File: src/rtl/ysyx_22050550_axi_pkg.sv
// Shared types and constants for the AXI line master: FSM states, AXI burst
// attribute encodings and the beat-index width helper.
package ysyx_22050550_axi_pkg;

    typedef enum logic [2:0] {
        ST_IDLE = 3'd0,
        ST_AR   = 3'd1,
        ST_R    = 3'd2,
        ST_AW   = 3'd3,
        ST_W    = 3'd4,
        ST_RESP = 3'd5
    } state_e;

    localparam logic [1:0] AXI_BURST_INCR = 2'b01;
    localparam logic [2:0] AXI_SIZE_8B    = 3'b011;

    // Width of an index selecting one beat of a line; never narrower than 1 bit.
    function automatic int beat_idx_w(input int beats);
        return (beats > 1) ? $clog2(beats) : 1;
    endfunction

endpackage

File: src/rtl/ysyx_22050550_axi_line_master_if.sv
// AXI-style bus between the line master and the SRAM responder. There is no
// B channel: writes complete on the final W handshake.
interface ysyx_22050550_axi_line_master_if;

    logic        io_Sram_ar_valid;
    logic [63:0] io_Sram_ar_bits_addr;
    logic [7:0]  io_ar_len;
    logic [2:0]  io_ar_size;
    logic [1:0]  io_ar_burst;
    logic        io_Sram_ar_ready;

    logic        io_Sram_r_valid;
    logic [63:0] io_Sram_r_bits_data;
    logic        io_Sram_r_bits_last;
    logic        io_Sram_r_ready;

    logic        io_Sram_aw_valid;
    logic [63:0] io_Sram_aw_bits_addr;
    logic [7:0]  io_aw_len;
    logic [2:0]  io_aw_size;
    logic [1:0]  io_aw_burst;
    logic        io_Sram_aw_ready;

    logic        io_Sram_w_valid;
    logic [63:0] io_Sram_w_bits_data;
    logic [7:0]  io_Sram_w_bits_strb;
    logic        io_Sram_w_ready;

    modport master (
        output io_Sram_ar_valid, io_Sram_ar_bits_addr, io_ar_len, io_ar_size, io_ar_burst,
        input  io_Sram_ar_ready,
        input  io_Sram_r_valid, io_Sram_r_bits_data, io_Sram_r_bits_last,
        output io_Sram_r_ready,
        output io_Sram_aw_valid, io_Sram_aw_bits_addr, io_aw_len, io_aw_size, io_aw_burst,
        input  io_Sram_aw_ready,
        output io_Sram_w_valid, io_Sram_w_bits_data, io_Sram_w_bits_strb,
        input  io_Sram_w_ready
    );

    modport slave (
        input  io_Sram_ar_valid, io_Sram_ar_bits_addr, io_ar_len, io_ar_size, io_ar_burst,
        output io_Sram_ar_ready,
        output io_Sram_r_valid, io_Sram_r_bits_data, io_Sram_r_bits_last,
        input  io_Sram_r_ready,
        input  io_Sram_aw_valid, io_Sram_aw_bits_addr, io_aw_len, io_aw_size, io_aw_burst,
        output io_Sram_aw_ready,
        input  io_Sram_w_valid, io_Sram_w_bits_data, io_Sram_w_bits_strb,
        output io_Sram_w_ready
    );

endinterface

File: src/rtl/ysyx_22050550_line_buffer.sv
// One cache line held as LINE_BEATS 64-bit beats: indexed beat write for
// returning read data, indexed beat read for outgoing write data, full-line
// load from the cache and a synchronous clear.
module ysyx_22050550_line_buffer
    import ysyx_22050550_axi_pkg::*;
#(
    parameter  int LINE_BEATS = 2,
    localparam int IDX_W      = beat_idx_w(LINE_BEATS),
    localparam int LINE_W     = 64 * LINE_BEATS
) (
    input  logic              clock,
    input  logic              reset,
    input  logic              clear,
    input  logic              load,
    input  logic [LINE_W-1:0] load_line,
    input  logic              wr_en,
    input  logic [IDX_W-1:0]  wr_idx,
    input  logic [63:0]       wr_data,
    input  logic [IDX_W-1:0]  rd_idx,
    output logic [63:0]       rd_data,
    output logic [LINE_W-1:0] line
);

    logic [63:0] beats_q [LINE_BEATS];

    // Beat storage update: clear wins over a line load, which wins over a beat write.
    // NOTE: the array is reset on purpose -- a read response must show zeros, not
    // stale X, in slots the responder never wrote. Sequential state uses <= only.
    always_ff @(posedge clock or negedge reset) begin
        if (!reset) begin
            for (int i = 0; i < LINE_BEATS; i++) beats_q[i] <= '0;
        end else if (clear) begin
            for (int i = 0; i < LINE_BEATS; i++) beats_q[i] <= '0;
        end else if (load) begin
            for (int i = 0; i < LINE_BEATS; i++) beats_q[i] <= load_line[i*64 +: 64];
        end else if (wr_en) begin
            beats_q[wr_idx] <= wr_data;
        end
    end

    // Flatten the beats into a line, beat 0 in the low 64 bits.
    // NOTE: every output of an always_comb gets a default first so no latch is inferred.
    always_comb begin
        line = '0;
        for (int i = 0; i < LINE_BEATS; i++) line[i*64 +: 64] = beats_q[i];
    end

    assign rd_data = beats_q[rd_idx];

endmodule

File: src/rtl/ysyx_22050550_axi_line_master.sv
// Cache-side AXI initiator: turns one request into a full-line INCR burst or
// a single-beat uncached access, and returns a one-cycle completion pulse.
module ysyx_22050550_axi_line_master
    import ysyx_22050550_axi_pkg::*;
#(
    parameter  int LINE_BEATS = 2,
    parameter  int ADDR_W     = 64,
    localparam int LINE_W     = 64 * LINE_BEATS
) (
    input  logic              clock,
    input  logic              reset,

    input  logic              req_valid,
    output logic              req_ready,
    input  logic              req_write,
    input  logic              req_line,
    input  logic [ADDR_W-1:0] req_addr,
    input  logic [2:0]        req_size,
    input  logic [LINE_W-1:0] req_wdata,
    input  logic [7:0]        req_wstrb,
    output logic              resp_valid,
    output logic [LINE_W-1:0] resp_rdata,

    ysyx_22050550_axi_line_master_if.master bus,

    output logic              proto_err
);

    localparam int IDX_W = beat_idx_w(LINE_BEATS);
    localparam int CNT_W = $clog2(LINE_BEATS) + 1;
    localparam int OFF_W = $clog2(LINE_BEATS * 8);
    localparam logic [ADDR_W-1:0] LINE_MASK = ~ADDR_W'((64'd1 << OFF_W) - 64'd1);

    state_e              state_q;
    logic [CNT_W-1:0]    cnt_q;
    logic [ADDR_W-1:0]   addr_q;
    logic [2:0]          size_q;
    logic [7:0]          len_q;
    logic                line_q;
    logic                write_q;
    logic [7:0]          wstrb_q;
    logic                proto_err_q;
    logic [LINE_W-1:0]   resp_rdata_q;

    logic                ar_hs, r_hs, aw_hs, w_hs, last_beat, accept;
    logic [63:0]         buf_rd_data;
    logic [LINE_W-1:0]   buf_line;

    assign accept    = (state_q == ST_IDLE) && req_valid;
    assign ar_hs     = bus.io_Sram_ar_valid && bus.io_Sram_ar_ready;
    assign r_hs      = bus.io_Sram_r_valid  && bus.io_Sram_r_ready;
    assign aw_hs     = bus.io_Sram_aw_valid && bus.io_Sram_aw_ready;
    assign w_hs      = bus.io_Sram_w_valid  && bus.io_Sram_w_ready;
    // The counter exits at len, so it never needs to wrap past LINE_BEATS.
    assign last_beat = (8'(cnt_q) == len_q);

    // Handshake outputs come straight from the state so a reset drops them at once.
    assign req_ready                = (state_q == ST_IDLE);
    assign bus.io_Sram_ar_valid     = (state_q == ST_AR);
    assign bus.io_Sram_r_ready      = (state_q == ST_R);
    assign bus.io_Sram_aw_valid     = (state_q == ST_AW);
    assign bus.io_Sram_w_valid      = (state_q == ST_W);
    assign resp_valid               = (state_q == ST_RESP);
    assign proto_err                = proto_err_q;

    // Both address channels carry the same latched burst description.
    assign bus.io_Sram_ar_bits_addr = 64'(addr_q);
    assign bus.io_ar_len            = len_q;
    assign bus.io_ar_size           = size_q;
    assign bus.io_ar_burst          = AXI_BURST_INCR;
    assign bus.io_Sram_aw_bits_addr = 64'(addr_q);
    assign bus.io_aw_len            = len_q;
    assign bus.io_aw_size           = size_q;
    assign bus.io_aw_burst          = AXI_BURST_INCR;

    assign bus.io_Sram_w_bits_data  = buf_rd_data;
    assign bus.io_Sram_w_bits_strb  = line_q ? 8'hFF : wstrb_q;

    // During RESP a read shows the freshly filled buffer; otherwise the last read line.
    assign resp_rdata = (state_q == ST_RESP && !write_q) ? buf_line : resp_rdata_q;

    ysyx_22050550_line_buffer #(
        .LINE_BEATS (LINE_BEATS)
    ) u_line_buffer (
        .clock     (clock),
        .reset     (reset),
        // A single read keeps only slot 0, so the rest are cleared before data returns.
        .clear     (ar_hs && !line_q),
        .load      (accept && req_write),
        .load_line (req_wdata),
        .wr_en     (r_hs),
        .wr_idx    (cnt_q[IDX_W-1:0]),
        .wr_data   (bus.io_Sram_r_bits_data),
        .rd_idx    (cnt_q[IDX_W-1:0]),
        .rd_data   (buf_rd_data),
        .line      (buf_line)
    );

    // Transaction FSM: latch the request, run the address phase, then count beats.
    always_ff @(posedge clock or negedge reset) begin
        if (!reset) begin
            state_q     <= ST_IDLE;
            cnt_q       <= '0;
            addr_q      <= '0;
            size_q      <= '0;
            len_q       <= '0;
            line_q      <= 1'b0;
            write_q     <= 1'b0;
            wstrb_q     <= '0;
            proto_err_q <= 1'b0;
        end else begin
            case (state_q)
                ST_IDLE: begin
                    if (req_valid) begin
                        addr_q  <= req_line ? (req_addr & LINE_MASK) : req_addr;
                        size_q  <= req_line ? AXI_SIZE_8B : req_size;
                        len_q   <= req_line ? 8'(LINE_BEATS - 1) : 8'd0;
                        line_q  <= req_line;
                        write_q <= req_write;
                        wstrb_q <= req_wstrb;
                        state_q <= req_write ? ST_AW : ST_AR;
                    end
                end
                ST_AR: begin
                    if (ar_hs) begin
                        cnt_q   <= '0;
                        state_q <= ST_R;
                    end
                end
                ST_R: begin
                    if (r_hs) begin
                        cnt_q <= cnt_q + CNT_W'(1);
                        // The responder's last flag is only audited; the count decides the end.
                        if (bus.io_Sram_r_bits_last != last_beat) proto_err_q <= 1'b1;
                        if (last_beat) state_q <= ST_RESP;
                    end
                end
                ST_AW: begin
                    if (aw_hs) begin
                        cnt_q   <= '0;
                        state_q <= ST_W;
                    end
                end
                ST_W: begin
                    if (w_hs) begin
                        cnt_q <= cnt_q + CNT_W'(1);
                        if (last_beat) state_q <= ST_RESP;
                    end
                end
                ST_RESP: state_q <= ST_IDLE;
                default: state_q <= ST_IDLE;
            endcase
        end
    end

    // Hold the returned read line after RESP so the cache can sample it later.
    always_ff @(posedge clock or negedge reset) begin
        if (!reset) begin
            resp_rdata_q <= '0;
        end else if (state_q == ST_RESP && !write_q) begin
            resp_rdata_q <= buf_line;
        end
    end

endmodule

File: src/flat_wrapper.sv
// flat-port wrapper written by rule: the top's interface ports become plain ports
module ysyx_22050550_axi_line_master_flat import ysyx_22050550_axi_pkg::*;
#(
    parameter  int LINE_BEATS = 2,
    parameter  int ADDR_W     = 64,
    localparam int LINE_W     = 64 * LINE_BEATS
)
  (clock, reset, req_valid, req_ready, req_write, req_line, req_addr, req_size, req_wdata, req_wstrb, resp_valid, resp_rdata, proto_err, bus_io_Sram_ar_valid, bus_io_Sram_ar_bits_addr, bus_io_ar_len, bus_io_ar_size, bus_io_ar_burst, bus_io_Sram_ar_ready, bus_io_Sram_r_valid, bus_io_Sram_r_bits_data, bus_io_Sram_r_bits_last, bus_io_Sram_r_ready, bus_io_Sram_aw_valid, bus_io_Sram_aw_bits_addr, bus_io_aw_len, bus_io_aw_size, bus_io_aw_burst, bus_io_Sram_aw_ready, bus_io_Sram_w_valid, bus_io_Sram_w_bits_data, bus_io_Sram_w_bits_strb, bus_io_Sram_w_ready);
  ysyx_22050550_axi_line_master_if bus_i ();
  input  logic clock;
  input  logic reset;
  input  logic req_valid;
  output logic req_ready;
  input  logic req_write;
  input  logic req_line;
  input  logic [ADDR_W-1:0] req_addr;
  input  logic [2:0] req_size;
  input  logic [LINE_W-1:0] req_wdata;
  input  logic [7:0] req_wstrb;
  output logic resp_valid;
  output logic [LINE_W-1:0] resp_rdata;
  output logic proto_err;
  output wire logic [$bits(bus_i.io_Sram_ar_valid)-1:0] bus_io_Sram_ar_valid;
  output wire logic [$bits(bus_i.io_Sram_ar_bits_addr)-1:0] bus_io_Sram_ar_bits_addr;
  output wire logic [$bits(bus_i.io_ar_len)-1:0] bus_io_ar_len;
  output wire logic [$bits(bus_i.io_ar_size)-1:0] bus_io_ar_size;
  output wire logic [$bits(bus_i.io_ar_burst)-1:0] bus_io_ar_burst;
  input wire logic [$bits(bus_i.io_Sram_ar_ready)-1:0] bus_io_Sram_ar_ready;
  input wire logic [$bits(bus_i.io_Sram_r_valid)-1:0] bus_io_Sram_r_valid;
  input wire logic [$bits(bus_i.io_Sram_r_bits_data)-1:0] bus_io_Sram_r_bits_data;
  input wire logic [$bits(bus_i.io_Sram_r_bits_last)-1:0] bus_io_Sram_r_bits_last;
  output wire logic [$bits(bus_i.io_Sram_r_ready)-1:0] bus_io_Sram_r_ready;
  output wire logic [$bits(bus_i.io_Sram_aw_valid)-1:0] bus_io_Sram_aw_valid;
  output wire logic [$bits(bus_i.io_Sram_aw_bits_addr)-1:0] bus_io_Sram_aw_bits_addr;
  output wire logic [$bits(bus_i.io_aw_len)-1:0] bus_io_aw_len;
  output wire logic [$bits(bus_i.io_aw_size)-1:0] bus_io_aw_size;
  output wire logic [$bits(bus_i.io_aw_burst)-1:0] bus_io_aw_burst;
  input wire logic [$bits(bus_i.io_Sram_aw_ready)-1:0] bus_io_Sram_aw_ready;
  output wire logic [$bits(bus_i.io_Sram_w_valid)-1:0] bus_io_Sram_w_valid;
  output wire logic [$bits(bus_i.io_Sram_w_bits_data)-1:0] bus_io_Sram_w_bits_data;
  output wire logic [$bits(bus_i.io_Sram_w_bits_strb)-1:0] bus_io_Sram_w_bits_strb;
  input wire logic [$bits(bus_i.io_Sram_w_ready)-1:0] bus_io_Sram_w_ready;
  assign bus_io_Sram_ar_valid = bus_i.io_Sram_ar_valid;
  assign bus_io_Sram_ar_bits_addr = bus_i.io_Sram_ar_bits_addr;
  assign bus_io_ar_len = bus_i.io_ar_len;
  assign bus_io_ar_size = bus_i.io_ar_size;
  assign bus_io_ar_burst = bus_i.io_ar_burst;
  assign bus_i.io_Sram_ar_ready = bus_io_Sram_ar_ready;
  assign bus_i.io_Sram_r_valid = bus_io_Sram_r_valid;
  assign bus_i.io_Sram_r_bits_data = bus_io_Sram_r_bits_data;
  assign bus_i.io_Sram_r_bits_last = bus_io_Sram_r_bits_last;
  assign bus_io_Sram_r_ready = bus_i.io_Sram_r_ready;
  assign bus_io_Sram_aw_valid = bus_i.io_Sram_aw_valid;
  assign bus_io_Sram_aw_bits_addr = bus_i.io_Sram_aw_bits_addr;
  assign bus_io_aw_len = bus_i.io_aw_len;
  assign bus_io_aw_size = bus_i.io_aw_size;
  assign bus_io_aw_burst = bus_i.io_aw_burst;
  assign bus_i.io_Sram_aw_ready = bus_io_Sram_aw_ready;
  assign bus_io_Sram_w_valid = bus_i.io_Sram_w_valid;
  assign bus_io_Sram_w_bits_data = bus_i.io_Sram_w_bits_data;
  assign bus_io_Sram_w_bits_strb = bus_i.io_Sram_w_bits_strb;
  assign bus_i.io_Sram_w_ready = bus_io_Sram_w_ready;
  ysyx_22050550_axi_line_master #(.LINE_BEATS(LINE_BEATS), .ADDR_W(ADDR_W)) u_core (.clock(clock), .reset(reset), .req_valid(req_valid), .req_ready(req_ready), .req_write(req_write), .req_line(req_line), .req_addr(req_addr), .req_size(req_size), .req_wdata(req_wdata), .req_wstrb(req_wstrb), .resp_valid(resp_valid), .resp_rdata(resp_rdata), .bus(bus_i), .proto_err(proto_err));
endmodule
File: config.mk
export PLATFORM = sky130hd
export DESIGN_NAME = ysyx_22050550_axi_line_master_flat
export DESIGN_NICKNAME = d
export VERILOG_FILES = /design/src/rtl/ysyx_22050550_axi_pkg.sv /design/src/rtl/ysyx_22050550_axi_line_master_if.sv /design/src/rtl/ysyx_22050550_line_buffer.sv /design/src/rtl/ysyx_22050550_axi_line_master.sv /design/src/flat_wrapper.sv
export SDC_FILE = /design/constraint.sdc
export NUM_CORES = 1
export LEC_CHECK = 0
export BUFFER_PORTS_ARGS = -buffer_cell sky130_fd_sc_hd__buf_4
export CAP_MARGIN = 25
export CORE_AREA = 3 3 246 248
export DETAILED_ROUTE_END_ITERATION = 10
export DIE_AREA = 0 0 249 251
export PLACE_DENSITY = 0.52
export SLEW_MARGIN = 20
export SYNTH_ARGS = -nofsm -noshare
export SYNTH_HDL_FRONTEND = slang
export SYNTH_HIERARCHICAL = 1
export SYNTH_SLANG_ARGS = --single-unit
File: constraint.sdc
create_clock -name clock -period 2.2 [get_ports clock]
set_clock_uncertainty 0.1 [all_clocks]
set_input_delay 0.44 -clock clock [delete_from_list [all_inputs] [get_ports clock]]
set_output_delay 0.44 -clock clock [all_outputs]
set_load 0.01 [all_outputs]
==> impl_metrics.tcl, run 1 <==
set metrics [dict create \
    yosysWarnings 6 \
    detailedRoute.firstPassIterationCount 5 \
    placed_cell_area_um2 20600 \
    yosysSeqAreaShare 0.557 \
    path_class "register to primary output" \
    cts.htree.levels 2 \
    outcome "finished, violations left" \
    nNetsFinal 2291 \
    initial_utilization 0.260 \
    fin_total_pwr_mw 37.7 \
    detailedRoute.firstIterationViolations 580 \
    timing.critical_path.to_type "primary output" \
    hpwl_mm 44.0 \
    netlist.area_leader.share 0.557 \
    antenna_found_initial 2 \
    clock_tree.buffer_depth 3 \
    drive_above_1_share 0.500 \
    route.detailed.vias_per_inst 4.72 \
    number_of_global_route_vias_before_repair 14000 \
    clock_latency_ps 550 \
    placed_cells_incl_taps 2622 \
    grt_setup_unrepaired "yes" \
    dr_total_vias 13300 \
    syn-cell-area_um2 15200 \
    tritoncts_clock_tree "done" \
    syn-mean-instance-area_um2 11.5 \
    syn2layout_area_growth_pct 63.1 \
    postSynthRegisterBits 339 \
    design_area_um2 24900 \
    grt_pass1_wl_mm 93.6 \
    timing.max_cap.violations 0 \
    most_area_consuming_cells_after_synthesis "dfrtp_1, mux2_1, nand2_1" \
    path_clk_slew_ps 60 \
    class_of_the_tightest_hold_or_removal_check "input port to register" \
    antenna_left 0 \
    grt_max_degree 77 \
    cts.root.buffer_cell "clkbuf_16" \
    critPathLaunchType "register" \
    synth-edff-count 0 \
    clkSinkCount 339 \
    power_leakage_nw 12.3 \
    ys_async_sr_fraction 1.00 \
    count_of_pins_on_the_block_boundary 638 \
    worst_path_maximum_fanout 20 \
    die_height_um 251 \
    fin_util 0.424 \
    worst_slack_after_detailed_placement_ps -143 \
    die-width_um 249 \
    worst_hold_slack_ps 59.8 \
    design.core.area_um2 58700 \
    synth.distinct_cells 46 \
    hold_depth 3 \
    timing.final.hold_violations 0 \
    gp_routability_congestion 0.842 \
    rr_startpoint "u_core/state_q[1]" \
    post-route-min-period_ps 2800 \
    remaining_global_route_overflow 0 \
    design.die.area_um2 62500 \
    port_buffers 619 \
    hp-start "req_line" \
    max_slew_violations 0 \
    p_per_area_nw_per_um2 1520 \
    detail_route.drc_violations 0 \
    detail_route.wirelength_mm 65.3 \
    finalWorstSetupSlack_ps -601 \
    reg2regPathDepth 8 \
    floorplan.rows 89 \
    tritoncts.num_buffers 42 \
    setup-tns-final_ps -77110 \
    finalSetupViolCount 192 \
    failed_checks "negative setup slack" \
    cp.arrival_ps 2260 \
    postSynth.topFlopCell "dfrtp_1" \
    ir_drop_mv 0.799 \
    fmaxAchievable_ghz 0.357 \
    synth_top_area_cell "dfrtp_1" \
    track_usage 0.196 \
    worstSetupStartpoint "u_core/state_q[1]" \
    layout_worst_path_cycle_share 1.27 \
    post_drt_wl_per_cell_um 23.2 \
    syn-instance-count 1330 \
    worst-endpoint-required_ps 1660 \
    finalNonFillerCells 2818 \
]
[flip-flops by register name (all words and copies together) (netlist names)]
signal                           count
u_core/bus.io_ar_size                3
u_core/line_q                        1
u_core/state_q                       3
u_core/resp_rdata_q                128
u_core/u_line_buffer/line          128
u_core/cnt_q                         2
u_core/wstrb_q                       8
u_core/proto_err                     1
u_core/write_q                       1
u_core/bus.io_Sram_ar_bits_addr     64
[where the power goes]
part	switching, mW	internal, mW	total (mW)	leakage, nW
Sequential	1.85	8.83	10.7	4.44
Clock	2.80	4.31	7.11	0.695
Combinational	9.49	10.4	19.9	7.17
Total	14.1	23.5	37.7	12.3
[logic make-up (layout without fill, tap and decap cells)]
kind of cell / count (synthesis) / in the layout / synth area share
flops: 339 / 339 / 0.557
simple gates: 328 / 328 / 0.0905
compound gates: 276 / 276 / 0.130
mux: 194 / 194 / 0.144
buf+inv: 188 / 886 / 0.0772
xor+xnor: 3 / 3 / 0.00173
other cells: 2 / 19 / 0.000493
[critical path: stages, from the launching register on]
cell and delay [ps]:
dfrtp_1 370, nand2b_4 150, nor3_4 130, buf_6 150, buf_12 150, buf_16 180
mux2_2 390, buf_4 160
[Yosys cell counts (5+ instances only)]
cell type,instances
a21oi_1,7
a22oi_1,128
buf_2,55
buf_4,104
clkbuf_1,17
clkbuf_2,6
dfrtp_1,339
mux2_1,120
mux2_2,72
nand2_1,286
nand3b_1,6
nor2_1,6
o21ai_0,62
o21ai_1,5
o2bb2ai_1,64
or2_2,8
[worst paths after layout]
path                                                  end  slack [ps]
min in group asynchronous  u_core/u_line_buffer/line[102]         300
min                                         u_core/line_q          60
min reg2reg                             u_core/wstrb_q[2]         370
max reg2reg                 u_core/u_line_buffer/line[95]          30
max in group asynchronous         u_core/resp_rdata_q[74]         900
max                                         resp_rdata[0]        -600
[what timing repair did]
item                                    4_1_cts  5_1_grt
gates resized for setup                     229      249
hold endpoints to repair                    105        0
setup buffers                                30        9
endpoints found under the setup margin      259      309
pin swaps                                     0        2
gates cloned                                 10        5
hold buffers                                 76        0
[layer usage]
layer | vias up | wire [um] | global-route usage
li1 | 5922 | - | -
met1 | 6687 | 26100 | 0.239
met3 | 98 | 4840 | 0.0541
met5 | - | 0 | 0
met4 | 0 | 1990 | 0.0632
met2 | 590 | 32500 | 0.338
[layout make-up]
cell class | instances | area, um2
Antenna cell | 1 | 2.50
Clock buffer | 56 | 1200
Clock inverter | 18 | 205
Fill cell | 5530 | 33800
Inverter | 4 | 15.0
Multi-Input combinational cell | 819 | 6330
Sequential cell | 339 | 8490
Tap cell | 773 | 967
Timing Repair Buffer | 808 | 7640
[cells in the final DEF (no fill, tap or decap), drive strengths merged, types with 2 or more instances in the layout]
cell,synthesis,layout
a211oi,2,2
a21o,2,2
a21oi,7,7
a22oi,128,128
and2,3,3
buf,160,727
bufinv,0,4
clkbuf,24,61
clkinv,0,9
clkinvlp,0,3
conb,2,18
dfrtp,339,339
dlygate4sd3,0,76
inv,4,6
mux2,193,193
nand2,286,286
nand2b,2,2
nand3b,6,6
nor2,7,7
nor2b,2,2
nor3,6,6
nor4b,3,3
o211ai,2,2
o21ai,67,67
o2bb2ai,64,64
or2,9,9
xor2,3,3
Note: power is estimated with default switching activity, not from simulation.
==> run 2, diff against run 1 <==
==> constraint.sdc (replaced) <==
create_clock -name clock -period 2.35 [get_ports clock]
set_clock_uncertainty 0.1 [all_clocks]
set_input_delay 0.47 -clock clock [delete_from_list [all_inputs] [get_ports clock]]
set_output_delay 0.47 -clock clock [all_outputs]
set_load 0.01 [all_outputs]
==> run 2 against run 1 <==
Against the previous run: the flow still finishes with violations (negative setup slack); critical path depth unchanged; sequential power down 7%; sequential share of layout area up 0.51 points; die area unchanged; clock power down 7.2%; non-clock buffer count down 21; global-route usage down 0.38 points; first-iteration DRC count up 24%; critical path type unchanged.
==> impl_metrics.tcl, run 2 (same netlist as run 1, synthesis figures left out) <==
set metrics [dict create \
    detailedRoute.firstPassIterationCount 5 \
    syn2layout_area_growth_pct 60.8 \
    outcome "finished, violations left" \
    most_frequent_cells_in_the_layout "buf_4, dfrtp_1, nand2_1" \
    finalSetupViolCount 179 \
    tritoncts_clock_tree "done" \
    design.die.area_um2 62500 \
    final_layout_fill_cell_count 5536 \
    timing.max_cap.violations 0 \
    post_drt_wl_per_cell_um 23.2 \
    gp_routability_congestion 0.825 \
    cts.htree.levels 2 \
    track_usage 0.193 \
    ir_drop_mv 0.651 \
    most_frequent_cell_on_the_critical_path "buf_12" \
    class_of_the_tightest_hold_or_removal_check "input port to register" \
    path_class "register to primary output" \
    rr_startpoint "u_core/state_q[1]" \
    commonest_non_fill_non_tap_cell_in_the_layout "buf_4" \
    remaining_global_route_overflow 0 \
    final-seq-area_um2 8490 \
    port_buffers 619 \
    initial_utilization 0.260 \
    route.detailed.vias_per_inst 4.72 \
    die_height_um 251 \
    die-width_um 249 \
    count_of_pins_on_the_block_boundary 638 \
    fin_util 0.417 \
    critPathLaunchType "register" \
    clkSinkCount 339 \
    timing.critical_path.to_type "primary output" \
    detail_route.drc_violations 0 \
    hp-start "req_addr[9]" \
    detailedRoute.firstIterationViolations 718 \
    post-route-min-period_ps 2860 \
    timing.final.hold_violations 0 \
    slew-limit-headroom 0.422 \
    floorplan.rows 89 \
    crit_chain "nand2b_4 > nor3_4 > buf_6 > buf_12 > buf_12 > mux2_1 > buf_4" \
    fmaxAchievable_ghz 0.350 \
    power_leakage_nw 12.1 \
    grt_pass1_wl_mm 91.6 \
    failed_checks "negative setup slack" \
    drive_above_1_share 0.488 \
    detail_route.wirelength_mm 64.8 \
    multiInputGateArea_um2 6240 \
    grt_max_degree 79 \
    hpwl_mm 42.8 \
    nNetsFinal 2269 \
    worst-endpoint-required_ps 1780 \
    worst_hold_slack_ps 43.8 \
    finalWorstSetupSlack_ps -506 \
    path_clk_slew_ps 60 \
    placed_cells_incl_taps 2601 \
    finalNonFillerCells 2796 \
    worst_path_maximum_fanout 19 \
    dr_total_vias 13200 \
    worst_slack_after_detailed_placement_ps -126 \
    p_per_area_nw_per_um2 1420 \
    critical_path.max_stage_delay_ps 370 \
    antenna_found_initial 2 \
    max_slew_violations 0 \
    grt_setup_unrepaired "yes" \
    clock_latency_ps 550 \
    layout_worst_path_cycle_share 1.22 \
    clock_tree.buffer_depth 3 \
    antenna_left 0 \
    worst-slew-pin-transition_ps 867 \
    tritoncts.num_buffers 41 \
    number_of_global_route_vias_before_repair 13800 \
    slowest_cell_on_the_critical_path "dfrtp_1" \
    cts.root.buffer_cell "clkbuf_16" \
    design.core.area_um2 58700 \
    cp.arrival_ps 2290 \
    worstSetupStartpoint "u_core/state_q[1]" \
]
-- run 2: final timing paths --
check / to / slack [ps] / cells past startpoint
hold reg to reg: u_core/proto_err / 360 / 1
min in group asynchronous: u_core/resp_rdata_q[29] / 380 / 2
setup reg to reg: u_core/u_line_buffer/line[77] / 70 / 9
hold / removal: u_core/bus.io_Sram_ar_bits_addr[9] / 40 / 3
setup / recovery: resp_rdata[95] / -510 / 7
max in group asynchronous: u_core/cnt_q[0] / 980 / 3
-- run 2: repair_timing --
action                     in CTS  in global routing
hold buffers                   69                  0
gates cloned                    6                 10
buffers inserted               29                 20
pin swaps                       0                  0
hold endpoints to repair      112                  0
gates resized for setup       146                296
setup endpoints to repair     257                206
-- run 2: final cells by class --
cell class                      instances  area share
Sequential cell                       339       0.347
Timing Repair Buffer                  787       0.301
Multi-Input combinational cell        819       0.255
Clock buffer                           63      0.0519
Tap cell                              773      0.0395
Clock inverter                         10     0.00542
Inverter                                4    0.000613
Antenna cell                            1    0.000102
-- run 2: critical path, delay by kind of cell (launching register included) --
| family | cells | cell delay (ps) |
|---|---|---|
| AND/OR/NAND/NOR | 2 | 290 |
| multiplexers | 1 | 370 |
| flip-flops | 1 | 370 |
| buffers and inverters | 4 | 670 |
-- run 2: power breakdown --
part	switching [mW]	internal (mW)
registers	1.78	8.26
clock network	2.56	4.04
logic	8.65	9.48
total	13.0	21.8
-- run 2: per-layer routing --
metal  up-vias  global-route usage  share of wire
met4         2              0.0580          0.026
met3        86              0.0491          0.070
met2       578               0.335           0.50
met1      6651               0.235           0.40
li1       5887                   -              -
met5         -                   0        0.00031
-- run 2: through the flow --
| stage | setup TNS [ps] | power (mW) | cell area (um2) |
|---|---|---|---|
| 2_1_floorplan | 0 | 17.2 | 15300 |
| 5_1_grt | -72120 | 36.6 | 24500 |
| 6_report | -56830 | 34.8 | 24500 |
| 3_3_place_gp | -470 | 24.7 | 20400 |
| 4_1_cts | -70660 | 33.4 | 23400 |
| 3_5_place_dp | -2450 | 24.9 | 20400 |
